File: src/rtl/cdb_arbiter.sv
// CDB arbiter: per-source skid FIFOs, round-robin grant, registered CDB.
// Ports: clk, reset (async low), flush, src_* in/ready out, cdb_* out, perf_* when CDB_ARB_PERF_EN.
module cdb_arbiter #(
  parameter int NUM_SRC    = 3,
  parameter int FIFO_DEPTH = 2,
  parameter int TAG_W      = 5,
  parameter int PREG_W     = 7,
  parameter int DATA_W     = 32,
  localparam int SRC_W     = $clog2(NUM_SRC)
) (
  input  logic                      clk,
  input  logic                      reset,
  input  logic                      flush,
  input  logic [NUM_SRC-1:0]        src_valid,
  output logic [NUM_SRC-1:0]        src_ready,
  input  logic [NUM_SRC*TAG_W-1:0]  src_tag,
  input  logic [NUM_SRC*PREG_W-1:0] src_reg_dst,
  input  logic [NUM_SRC*DATA_W-1:0] src_data,
  output logic                      cdb_valid,
  output logic [TAG_W-1:0]          cdb_tag,
  output logic [PREG_W-1:0]         cdb_reg_dst,
  output logic [DATA_W-1:0]         cdb_data,
  output logic [SRC_W-1:0]          cdb_src
`ifdef CDB_ARB_PERF_EN
  ,
  output logic [NUM_SRC*32-1:0]     perf_stall_cnt,
  output logic [31:0]               perf_bcast_cnt
`endif
);

  localparam int PTR_W = $clog2(FIFO_DEPTH);
  localparam int CNT_W = PTR_W + 1;
  localparam int ENT_W = TAG_W + PREG_W + DATA_W;

  logic [ENT_W-1:0] r_mem [NUM_SRC][FIFO_DEPTH];
  logic [PTR_W-1:0] r_wr  [NUM_SRC];
  logic [PTR_W-1:0] r_rd  [NUM_SRC];
  logic [CNT_W-1:0] r_cnt [NUM_SRC];
  logic [SRC_W-1:0] r_rr;

  logic              r_cdb_vld;
  logic [TAG_W-1:0]  r_cdb_tag;
  logic [PREG_W-1:0] r_cdb_dst;
  logic [DATA_W-1:0] r_cdb_data;
  logic [SRC_W-1:0]  r_cdb_src;

  logic [NUM_SRC-1:0] w_push;
  logic [NUM_SRC-1:0] w_pop;
  logic               w_gnt_vld;
  logic [SRC_W-1:0]   w_gnt;
  logic [SRC_W-1:0]   w_rr_nxt;
  logic [ENT_W-1:0]   w_head;

  // Ready comes from registered counts only; a pop never frees a slot
  // for a push in the same cycle.
  always_comb begin
    for (int i = 0; i < NUM_SRC; i++) begin
      src_ready[i] = (r_cnt[i] != CNT_W'(FIFO_DEPTH));
      w_push[i]    = src_valid[i] & src_ready[i] & ~flush;
    end
  end

  // First non-empty source starting at the round-robin pointer.
  always_comb begin
    int j;
    j         = 0;
    w_gnt_vld = 1'b0;
    w_gnt     = '0;
    for (int k = 0; k < NUM_SRC; k++) begin
      j = int'(r_rr) + k;
      if (j >= NUM_SRC) j = j - NUM_SRC;
      if (!w_gnt_vld && r_cnt[j] != '0) begin
        w_gnt_vld = 1'b1;
        w_gnt     = SRC_W'(j);
      end
    end
  end

  always_comb begin
    for (int i = 0; i < NUM_SRC; i++)
      w_pop[i] = w_gnt_vld && (int'(w_gnt) == i);
    w_rr_nxt = (w_gnt == SRC_W'(NUM_SRC - 1)) ? '0 : w_gnt + SRC_W'(1);
    w_head   = r_mem[w_gnt][r_rd[w_gnt]];
  end

  always_ff @(posedge clk) begin
    for (int i = 0; i < NUM_SRC; i++)
      if (w_push[i])
        r_mem[i][r_wr[i]] <= {src_tag[i*TAG_W +: TAG_W],
                              src_reg_dst[i*PREG_W +: PREG_W],
                              src_data[i*DATA_W +: DATA_W]};
  end

  always_ff @(posedge clk or negedge reset) begin
    if (!reset) begin
      for (int i = 0; i < NUM_SRC; i++) begin
        r_wr[i]  <= '0;
        r_rd[i]  <= '0;
        r_cnt[i] <= '0;
      end
      r_rr       <= '0;
      r_cdb_vld  <= 1'b0;
      r_cdb_tag  <= '0;
      r_cdb_dst  <= '0;
      r_cdb_data <= '0;
      r_cdb_src  <= '0;
    end else if (flush) begin
      for (int i = 0; i < NUM_SRC; i++) begin
        r_wr[i]  <= '0;
        r_rd[i]  <= '0;
        r_cnt[i] <= '0;
      end
      r_rr      <= '0;
      r_cdb_vld <= 1'b0;
    end else begin
      for (int i = 0; i < NUM_SRC; i++) begin
        if (w_push[i]) r_wr[i] <= r_wr[i] + PTR_W'(1);
        if (w_pop[i])  r_rd[i] <= r_rd[i] + PTR_W'(1);
        if (w_push[i] && !w_pop[i])
          r_cnt[i] <= r_cnt[i] + CNT_W'(1);
        else if (!w_push[i] && w_pop[i])
          r_cnt[i] <= r_cnt[i] - CNT_W'(1);
      end
      r_cdb_vld <= w_gnt_vld;
      if (w_gnt_vld) begin
        r_rr       <= w_rr_nxt;
        r_cdb_tag  <= w_head[ENT_W-1 -: TAG_W];
        r_cdb_dst  <= w_head[DATA_W +: PREG_W];
        r_cdb_data <= w_head[DATA_W-1:0];
        r_cdb_src  <= w_gnt;
      end
    end
  end

  assign cdb_valid   = r_cdb_vld;
  assign cdb_tag     = r_cdb_tag;
  assign cdb_reg_dst = r_cdb_dst;
  assign cdb_data    = r_cdb_data;
  assign cdb_src     = r_cdb_src;

`ifdef CDB_ARB_PERF_EN
  logic [31:0] r_stall [NUM_SRC];
  logic [31:0] r_bcast;

  // Counters survive flush; only reset clears them.
  always_ff @(posedge clk or negedge reset) begin
    if (!reset) begin
      for (int i = 0; i < NUM_SRC; i++) r_stall[i] <= '0;
      r_bcast <= '0;
    end else begin
      for (int i = 0; i < NUM_SRC; i++)
        if (src_valid[i] && !src_ready[i] && r_stall[i] != '1)
          r_stall[i] <= r_stall[i] + 32'd1;
      if (r_cdb_vld && r_bcast != '1)
        r_bcast <= r_bcast + 32'd1;
    end
  end

  always_comb begin
    for (int i = 0; i < NUM_SRC; i++)
      perf_stall_cnt[i*32 +: 32] = r_stall[i];
  end
  assign perf_bcast_cnt = r_bcast;
`endif

endmodule

File: config.mk
export PLATFORM = sky130hd
export DESIGN_NAME = cdb_arbiter
export DESIGN_NICKNAME = d
export VERILOG_FILES = /design/src/rtl/cdb_arbiter.sv
export SDC_FILE = /design/constraint.sdc
export NUM_CORES = 1
export LEC_CHECK = 0
export BUFFER_PORTS_ARGS = -buffer_cell sky130_fd_sc_hd__buf_2
export CORE_ASPECT_RATIO = 0.5
export CORE_MARGIN = 1
export CORE_UTILIZATION = 57
export DETAILED_ROUTE_END_ITERATION = 8
export GPL_TIMING_DRIVEN = 0
export PLACE_DENSITY = 0.8
export RECOVER_POWER = 50
export SYNTH_ARGS = -nofsm -noshare
export SYNTH_HDL_FRONTEND = slang
export SYNTH_SLANG_ARGS = --single-unit
File: constraint.sdc
create_clock -name clk -period 6.3 [get_ports clk]
set_clock_uncertainty 0.15 [all_clocks]
set_input_delay 0.63 -clock clk [delete_from_list [all_inputs] [get_ports clk]]
set_output_delay 0.63 -clock clk [all_outputs]
set_load 0.05 [all_outputs]
==> results.tsv <==
metric	value	unit
Longest Clk Path Bufs	3	
first-pass GRT wire length	54.5	mm
post-layout min period	4050	ps
Final setup viols	0	
sequential fraction of the synthesis area	73.2	%
Buffers on Ports	187	
initial antenna violation count	2	
R2R depth	11	
Crit Path Class	register to register	
Synth Area in Simple Gates	8.82	%
critical path fanouts, max	10	
via count	9595	
f_max	247	MHz
Gate Count Post-Synth	949	
Async SR Flop Fraction	18.8	%
clock transition at the registers of the reported paths	70	ps
Netlist cell types	49	
synthesized area per cell	13.6	µm²
cell area after layout	15400	µm²
DP HPWL	24.8	mm
crit path capture type	register	
area of the core	21900	µm²
compound-gate portion of the synthesized area	13.8	%
Mapped Area	12900	µm²
count of state elements after synthesis	325	
row count	38	
R2R Path Start	r_rr[0]	
Die Wd	215	µm
Slew @ Worst Pin	3900	ps
largest net degree at the start of global routing	62	
run status	finished, violations left	
drt first pass iters	6	
period utilization	64.3	%
most frequent cells in the layout	edfxtp_1 (264), clkbuf_1 (161), nand2_1 (144)	
Skew-Pair Late Insertion Delay	560	ps
vias per cell	6.33	
Hold Path Class	primary input to register	
post-synthesis mux area share	0.242	%
die height	108	µm
Area Overhead vs Synth	19.1	%
PostCTS Resize Cnt	0	
Slew HR	-160	%
Layout Nets	1334	
cts hold-fix bufs	0	
crit path DAT	4390	ps
CTS sink count	325	
Critical path origin	r_rr[0]	
Inserted Clock Buffers	28	
synth warn	0	
vias in the first global route	9476	
Initial Utilization	58.9	%
most common cell after layout, fill and taps aside	edfxtp_1	
wire length per cell	24.6	µm
Seq. cell area	9450	µm²
layout cell share with drive strength beyond 1	15.3	%
main combinational cell family by area after synthesis	compound AO/OA/AOI/OAI gates	
final antenna-violating net count	0	
hold path start	src_reg_dst[6]	
# IOs	188	
global route total overflow	0	
Reg2Reg Setup Slack	2250	ps
Root Driver	clkbuf_16	
critical path launch point type	register	
footprint of the multi-input gates	3130	µm²
Post-Synth Adder-Cell Area	0.388	%
violated checks	max-capacitance violations, max-slew violations	
Slew Viols, Final	62	
Worst Hold Path EP	r_mem[0][38]	
Most used DFF post-synth	edfxtp_1	
number of synthesized flops with an enable pin	264	
GR Util All Layers	31.6	%
Setup TNS	0	ps
Post-DP Area	14600	µm²
Die Area	23300	µm²
xor and xnor area share after synthesis	0.814	%
Final Hold Fails	0	
TritonCTS clock tree	done	
Post-CTS Setup Repair Bufs	0	
WL final	37.2	mm
max cap viols	1	
unrepaired setup endpoints after global routing	no	
Mapped Nets	1091	
fillers	1412	
Crit Reg-Reg Endpoint	cdb_data[24]	
Worst EP required	6630	ps
Hold Path Depth	1	
drc violations	0	
DRT iter0 DRCs	1394	
gpl congestion	0.901	
H-tree levels	1	
## sequential cells by signal, indices dropped and copies added, names as in the netlist, 2 cells and up
signal / count
r_mem: 264
cdb_data: 32
cdb_reg_dst: 7
r_cnt: 6
cdb_tag: 5
r_rd: 3
r_wr: 3
cdb_src: 2
r_rr: 2
## synthesized netlist by cell type, drive strengths merged (3+ instances only)
cell / n / share of area [%]
edfxtp: 264 / 61
nand2: 144 / 4.2
nor2: 105 / 3.1
a31oi: 88 / 4.3
dfrtp: 61 / 12
clkbuf: 53 / 1.5
o21ai: 47 / 1.8
a311o: 46 / 3.6
o211ai: 46 / 2.7
buf: 19 / 1.0
nor3: 7 / 0.31
xnor2: 7 / 0.47
a21oi: 6 / 0.23
nand2b: 6 / 0.29
inv: 5 / 0.15
nor3b: 5 / 0.29
xor2: 5 / 0.34
ha: 4 / 0.39
a211oi: 3 / 0.17
or2: 3 / 0.15
## cells by family after synthesis
kind of cell	after synthesis
XOR/XNOR	12
adder cells (fa/ha/maj)	4
AO/OA/AOI/OAI	250
flip-flops	325
buffers and inverters	77
multiplexers	3
AND/OR/NAND/NOR	278
## worst max-delay path by stage
| stage | endpoint | cells past startpoint |
|---|---|---|
| 2_1_floorplan | r_mem[0][0] | 4 |
| 3_3_place_gp | r_mem[0][13] | 3 |
| 3_5_place_dp | cdb_data[22] | 11 |
| 4_1_cts | cdb_data[23] | 11 |
| 5_1_grt | cdb_data[26] | 1 |
| 6_report | cdb_data[24] | 11 |
## per-layer routing
layer | GRT usage, % | vias to the layer above | wire length [µm]
met3 | 7.51 | 99 | 4170
met5 | 0 | - | 0
met1 | 41.3 | 4663 | 14100
li1 | - | 4104 | -
met2 | 52.6 | 729 | 17900
met4 | 10.9 | 0 | 1060
## cell type report
cell class	instances	share of cell area, %
antenna	2	0.0325
buffer	72	2.12
clock buffer	41	5.21
clock inverter	10	1.06
inverter	5	0.122
multi-input combinational	547	20.4
sequential	325	61.5
tap	300	2.44
timing repair buffer	213	7.17
## through the flow
stage	worst slack (ps)	util [%]	hold slack, ps	cells
CTS	2350	70.8	85.8	1513
global placement	-1590	64.9	316	1436
finish	2250	70.2	98.9	1515
detailed placement	2380	66.4	328	1462
global route	1850	70.2	88.0	1515
floorplan	1180	-	184	949
## critical path, stage by stage (launching register included)
cell and delay (ps):
dfrtp_1 420, inv_1 80, ha_1 420, or3b_2 460, o2111a_1 160, a311oi_1 890
clkbuf_1 500, buf_2 370, a31oi_1 80, nand2_1 110, o211ai_1 100, a31oi_1 210
Power is left out: the tool's default activity adds up to more than one toggle a clock period on the data nets, which glitch-free logic cannot reach.
